File: config.mk
export PLATFORM = sky130hd
export DESIGN_NAME = pc_unit
export DESIGN_NICKNAME = d
export VERILOG_FILES = /design/src/rtl/pc_pkg.sv /design/src/rtl/return_stack.sv /design/src/rtl/pc_unit.sv
export SDC_FILE = /design/constraint.sdc
export NUM_CORES = 1
export LEC_CHECK = 0
export ABC_AREA = 0
export BUFFER_PORTS_ARGS = -buffer_cell sky130_fd_sc_hd__buf_2
export CORE_MARGIN = 8
export CORE_UTILIZATION = 30
export CTS_BUF_LIST = sky130_fd_sc_hd__clkbuf_2
export DETAILED_ROUTE_END_ITERATION = 8
export PLACE_DENSITY_LB_ADDON = 0.05
export SLEW_MARGIN = 20
export SYNTH_ARGS = -nofsm -noshare
export SYNTH_HDL_FRONTEND = slang
export SYNTH_HIERARCHICAL = 1
export SYNTH_SLANG_ARGS = --single-unit
File: constraint.sdc
create_clock -name clk -period 3.3 [get_ports clk]
set_clock_uncertainty 0.15 [all_clocks]
set_input_delay 0.495 -clock clk [delete_from_list [all_inputs] [get_ports clk]]
set_output_delay 0.495 -clock clk [all_outputs]
set_load 0.03 [all_outputs]
File: src/rtl/pc_pkg.sv
// Shared definitions for the program-counter unit: next-PC select encoding
// and default address/offset widths.
package pc_pkg;

  localparam int DEF_ADDR_W = 8;
  localparam int DEF_OFF_W  = 8;

  typedef enum logic [2:0] {
    SEL_SEQ,
    SEL_BR,
    SEL_JMP,
    SEL_CALL,
    SEL_RET,
    SEL_HOLD
  } sel_e;

endpackage

File: src/rtl/return_stack.sv
// Circular return-address stack. A push while full overwrites the oldest entry;
// a pop while empty changes nothing. Both cases raise a one-cycle pulse.
module return_stack #(
  parameter int DEPTH = 4,
  parameter int W     = 8
) (
  input  logic         clk,
  input  logic         RST,
  input  logic         push,
  input  logic         pop,
  input  logic [W-1:0] din,
  output logic [W-1:0] top,
  output logic         full,
  output logic         empty,
  output logic         overflow,
  output logic         underflow
);

  localparam int PW = (DEPTH > 1) ? $clog2(DEPTH) : 1;
  localparam int CW = $clog2(DEPTH + 1);

  logic [W-1:0]  mem [DEPTH];
  logic [PW-1:0] wr_ptr;
  logic [CW-1:0] count;

  // wr_ptr is the next free slot; once full it also points at the oldest entry
  assign top       = mem[wr_ptr - PW'(1)];
  assign full      = (count == CW'(DEPTH));
  assign empty     = (count == '0);
  assign overflow  = push && !pop && full;
  assign underflow = pop && empty;

  always_ff @(posedge clk or posedge RST) begin
    if (RST) begin
      wr_ptr <= '0;
      count  <= '0;
    end else if (pop) begin
      if (!empty) begin
        wr_ptr <= wr_ptr - PW'(1);
        count  <= count - CW'(1);
      end
    end else if (push) begin
      wr_ptr <= wr_ptr + PW'(1);
      if (!full)
        count <= count + CW'(1);
    end
  end

  always_ff @(posedge clk) begin
    if (push && !pop)
      mem[wr_ptr] <= din;
  end

endmodule

File: src/rtl/pc_unit.sv
// Program-counter unit: prioritised next-PC selection (ret > call > jump >
// branch > sequential), PC register and a sticky RAS error flag.
module pc_unit
  import pc_pkg::*;
#(
  parameter int                 ADDR_W    = DEF_ADDR_W,
  parameter int                 OFF_W     = DEF_OFF_W,
  parameter int                 RAS_DEPTH = 4,
  parameter logic [ADDR_W-1:0]  RESET_VEC = '0,
  parameter int unsigned        INC       = 1
) (
  input  logic              clk,
  input  logic              RST,
  input  logic              stall,
  input  logic              branch_en,
  input  logic [OFF_W-1:0]  branch_off,
  input  logic              jump_en,
  input  logic [ADDR_W-1:0] jump_addr,
  input  logic              call_en,
  input  logic              ret_en,
  output logic [ADDR_W-1:0] pc_out,
  output logic [ADDR_W-1:0] pc_next,
  output logic              ras_empty,
  output logic              ras_full,
  output logic              ras_err
);

  localparam logic [ADDR_W-1:0] INC_V = ADDR_W'(INC);

  sel_e              sel;
  logic [ADDR_W-1:0] pc_q;
  logic [ADDR_W-1:0] pc_inc;
  logic [ADDR_W-1:0] off_ext;
  logic [ADDR_W-1:0] ras_top;
  logic              push;
  logic              pop;
  logic              overflow;
  logic              underflow;
  logic              err_q;

  assign pc_inc  = pc_q + INC_V;
  assign off_ext = ADDR_W'($signed(branch_off));

  // Selection ignores stall so pc_next always shows what the request would do
  always_comb begin
    sel = SEL_SEQ;
    if (ret_en)         sel = ras_empty ? SEL_HOLD : SEL_RET;
    else if (call_en)   sel = SEL_CALL;
    else if (jump_en)   sel = SEL_JMP;
    else if (branch_en) sel = SEL_BR;
  end

  always_comb begin
    pc_next = pc_inc;
    case (sel)
      SEL_BR:   pc_next = pc_q + off_ext;
      SEL_JMP:  pc_next = jump_addr;
      SEL_CALL: pc_next = jump_addr;
      SEL_RET:  pc_next = ras_top;
      SEL_HOLD: pc_next = pc_q;
      default:  pc_next = pc_inc;
    endcase
  end

  assign push = call_en && !ret_en && !stall;
  assign pop  = ret_en && !stall;

  return_stack #(
    .DEPTH (RAS_DEPTH),
    .W     (ADDR_W)
  ) u_ras (
    .clk       (clk),
    .RST       (RST),
    .push      (push),
    .pop       (pop),
    .din       (pc_inc),
    .top       (ras_top),
    .full      (ras_full),
    .empty     (ras_empty),
    .overflow  (overflow),
    .underflow (underflow)
  );

  always_ff @(posedge clk or posedge RST) begin
    if (RST) begin
      pc_q  <= RESET_VEC;
      err_q <= 1'b0;
    end else if (!stall) begin
      pc_q  <= pc_next;
      err_q <= err_q | overflow | underflow;
    end
  end

  assign pc_out  = pc_q;
  assign ras_err = err_q;

endmodule

Word-level counts from Yosys, hierarchy flattened --
Memories as Yosys holds them, arrays and structs flattened. Index checks and enable logic that the tools add are counted.
Operators by class: $add $sub $neg 6, equal/unequal tests 8, muxes and demuxes 15, bitwise gates (word level) 2, reductions and logical operators 14
Operator list (number):
- 8-bit case mux with 4 select lines | 1
- 3-bit two-way mux | 5
- 2-bit two-way mux | 5
- 3-bit == test, second input constant | 3
- 8-bit by 1-bit adder with 8-bit output, second input constant | 1
- 8-bit adder | 1
- 3-bit by 2-bit == test with 1-bit output, second input constant | 2
- 1-bit logical AND | 6
- 1-bit two-way mux | 4
- 3-bit by 1-bit adder with 3-bit output, second input constant | 1
- 3-bit by 1-bit == test with 1-bit output, second input constant | 1
- 1-bit zero test | 3
- 3-bit zero test | 1
- 3-bit AND reduction | 1
- 3-bit by 1-bit subtractor with 3-bit output, second input constant | 1
- 2-bit by 1-bit adder with 2-bit output, second input constant | 1
- 2-bit by 1-bit != test with 1-bit output, second input constant | 1
- 2-bit != test, second input constant | 1
- 1-bit OR | 2
- 2-bit AND reduction | 1
- 2-bit nonzero test | 1
- 2-bit OR reduction | 1
- 2-bit by 1-bit subtractor with 2-bit output, second input constant | 1
Word-level totals: flip-flop bits (word level) 14, RAM bits 32, input bits 23, output and inout port bits 19, word-level logic and storage cells 50, memories 1
Memories:
- u_ras.mem | words 4, bits a word 8, rd ports 1, clocked after memory_dff 0, wr ports 1, RTL line return_stack.sv:22 | logic [W-1:0] mem [DEPTH];

Logic depth before layout (Yosys ltp) --
depth after elaboration 7, depth in mapped cells 10, depth with buffers taken out 8

By module --
The synthesis kept the hierarchy.
Modules (own cells, without submodules):
- return_stack | instances 1, cells each 90, area each 1579.0 um^2, sequential area each 1086.0 um^2
- pc_unit | instances 1, cells each 145, area each 1233.7 um^2, sequential area each 225.2 um^2

Least setup slack after synthesis --
Ideal clock, no wire load.
path type register to output, start point register pc_q[0], in the netlist pc_out[0], end point output pc_next[6], arrival time 2.533 ns, data required time 2.655 ns, slack 0.122 ns, stages on the path, launching flop included 8, buffers on the path 0, path through dfrtp_1 > ha_1 > fa_1 > a21o_1 > a221oi_1 > xnor2_1 > o221ai_1 > a21oi_1
Between the ends: word-level cells in the longest chain between the ends 2, elaborated cells on any way between the ends 3
Ends and longest elaborated chain:
- start: declaration | RTL line pc_unit.sv:31 | logic [ADDR_W-1:0] pc_q;
- start signal: assignment | RTL line pc_unit.sv:89 | pc_q <= pc_next;
- 8-bit by 1-bit adder with 8-bit output or 8-bit adder (tied branches) | RTL line pc_unit.sv:41, pc_unit.sv:56
- 8-bit case mux with 4 select lines * | RTL line pc_unit.sv:55 | case (sel)
- end: declaration | RTL line pc_unit.sv:22 | output logic [ADDR_W-1:0] pc_next,
Every way passes the cells marked *; elsewhere a longest branch is shown, timed or not.

Worst setup path in the final report --
Same ends and word-level chain as after synthesis.

==> impl_metrics.ini <==
[clocking]
cts_tree = built
numCtsBuffers = 5
root_buffer = clkbuf_2
insertion_delay_ns = 0.42
clockBufferDepth = 2
numClockSinks = 46
path_clk_slew_ns = 0.27
htree_levels = 2

[pwr]
ir_worst_vdd_mv = 0.333
p_leak_uw = 0.00137
p_int_uw = 1760
power.switching_uw = 1370
comb_power_share = 0.637
clkPwrFrac = 0.077
pwr-share-seq = 0.285
p_per_area_nw_per_um2 = 890
p_sw_frac = 0.439

[critical_path]
critPathMaxFanout = 2
critPathSlowestCell = dfrtp_1
path_cells = ha_2 > fa_2 > a21o_1 > a221oi_2 > xnor2_1 > o221ai_2 > a21oi_2 > buf_6
cp_num_buf_inv = 1
crit_family = compound AO/OA/AOI/OAI gates
path_class = reg -> out
crit_required_ns = 2.65
worstPathArrival_ns = 2.57
cp-start-kind = flop
crit_path_max_incr_delay_ns = 0.45
endpoint_kind = primary output

[detailed_routing]
drc = 0
wl_per_cell_um = 19.1
vias = 2104
dr.pass1.iters = 4
wl_mm = 7.88
viasPerCell = 5.11
drt_iter0_markers = 84
ant_nets = 0

[sta]
finalMaxSlewViolations = 0
fin_crit_sh = 0.973
slew_headroom = 0.631
rsz0062_at_grt = true
fin_ws_ns = 0.0892
timing.fmax_ghz = 0.311
hold_viol = 0
period_needed_ns = 3.21
setup_viol = 0
max_slew.worst_pin.slew_ns = 0.549

[yosys]
yosysTopAreaCellShare = 0.342
yosysWarnings = 6
avgSynthCellArea_sq_um = 12.0
synth_fp_nets = 272
ys_types = 62
synth_area_leaders = edfxtp_1 (34%), dfrtp_1 (12%), mux4_2 (6.4%), ha_1 (5.3%), mux2_2 (4.0%)
synth_top_flop_cell = edfxtp_1
synthCells = 235
ys_ff_latch = 46
seq_area_frac_synth = 0.466
syn_area_sq_um = 2810
synth_area_leader_cell = edfxtp_1
async_reset_ff_frac = 0.304
synth-edff-count = 32

[global_route]
antenna_found_initial = 0
gr-usage-all-layers = 0.126
grt_pass1_wl_mm = 12.4
grt_pass1_vias = 2263
grt_overflow = 0
grt_max_degree = 15

[die]
ioPinCount = 42
initial_core_util = 0.307
die_w_um = 113
rows = 35
die_y_um = 113
fp.coreArea_sq_um = 9150
die_area_sq_um = 12700

[finish]
syn_to_final_growth_pct = 25.1
final_cell_mix = buf_2 (37), edfxtp_1 (32), buf_4 (22)
num_antenna_cells = 0
final_common_cell = buf_2
nNetsFinal = 338
drive_gt1_frac = 0.399
final_util = 0.385

[hold_path]
hp-class = in -> reg

[place]
dp_hpwl_mm = 5.93
io_buffers = 41
pre_cts_ws_ns = 0.0596
place.gp.congestion = 0.729

[status]
status = finished clean

[job]
max-cap-violations = 0
==> kinds of logic (layout without fill, tap and decap cells) <==
kind of cell	count (synthesis)	after routing	share of synthesized area
AOI/OAI and AO/OA	55	55	0.141
adders and majority gates	14	14	0.0676
and+or+nand+nor	67	67	0.138
DFF	46	46	0.466
muxes	22	22	0.118
xor gates and xnor gates	11	11	0.0343
buffers and inverters	20	86	0.0342
==> power groups by stage <==
stage	Combinational, uW	Sequential [uW]	Clock (uW)
2_1_floorplan	1020	1030	0
3_3_place_gp	1670	913	0
3_5_place_dp	1670	912	0
4_1_cts	1770	887	260
5_1_grt	2160	910	275
6_report	2000	894	242
==> worst register-to-register path: cells and delay by family, from the launching register on <==
kind,cells,cell delay [ns]
multiplexers,3,1.02
flip-flops,1,0.42
buffers and inverters,3,0.43
AO/OA/AOI/OAI,2,0.42
==> registers in the layout, summed over array words and instances (netlist names) <==
signal,count
pc_out,8
ras_err,1
u_ras/count,3
u_ras/mem,32
u_ras/wr_ptr,2
==> metal layers <==
metal | up-vias | track usage | part of all wire
li1 | 1031 | - | -
met1 | 1033 | 0.157 | 0.47
met2 | 36 | 0.214 | 0.48
met3 | 4 | 0.0261 | 0.044
met4 | 0 | 0.0342 | 0.0075
met5 | - | 0 | 0
==> worst paths after layout <==
| path | startpoint | to | slack, ns | cells past startpoint |
|---|---|---|---|---|
| hold reg to reg | ras_err | ras_err | 0.36 | 1 |
| max in group asynchronous | RST | pc_out[6] | 2.25 | 3 |
| setup reg to reg | u_ras/wr_ptr[0] | pc_out[2] | 0.79 | 8 |
| hold / removal | stall | pc_out[3] | 0.18 | 2 |
| setup / recovery | pc_out[0] | pc_next[6] | 0.09 | 8 |
| min in group asynchronous | RST | u_ras/count[1] | 0.34 | 3 |
==> stage by stage <==
stage	hold WS, ns	setup TNS [ns]	instance area (sq um)	power, uW	instances
detailed placement	0.279	0	3200	2580	392
global route	0.163	-0.104	3520	3340	412
finish	0.182	0	3520	3130	412
global placement	0.278	0	3200	2580	392
CTS	0.144	0	3330	2920	404
floorplan	0.124	0	2810	2050	235
==> cells in the mapped netlist (3+ instances only) <==
cell	number
nand3_1	6
mux2i_1	4
mux2_2	10
o21ai_0	6
nor3_1	3
inv_1	12
and2_1	5
edfxtp_1	32
nor2b_1	3
a21oi_1	11
buf_2	4
a31oi_1	3
xor2_1	3
a21o_1	3
o22ai_1	3
nand2_1	13
nor2_1	12
xnor2_1	8
nand2b_1	5
and3_1	5
dfrtp_1	14
mux4_2	8
a211oi_1	4
ha_1	12
==> what timing repair did <==
action,4_1_cts,5_1_grt
setup buffers,4,8
gates resized for setup,16,23
pin swaps,6,5
hold buffers,1,0
setup endpoints to repair,6,6
endpoints found under the hold margin,14,0
cloned,0,0
==> final cells by class <==
| type | instances | area (sq um) |
|---|---|---|
| timing repair buffer | 66 | 445 |
| fill | 910 | 5630 |
| sequential | 46 | 1310 |
| tap | 111 | 139 |
| clock inverter | 2 | 15.0 |
| clock buffer | 5 | 25.0 |
| multi-input combinational | 169 | 1530 |
| inverter | 13 | 48.8 |
(Power assumes the default switching activity.)
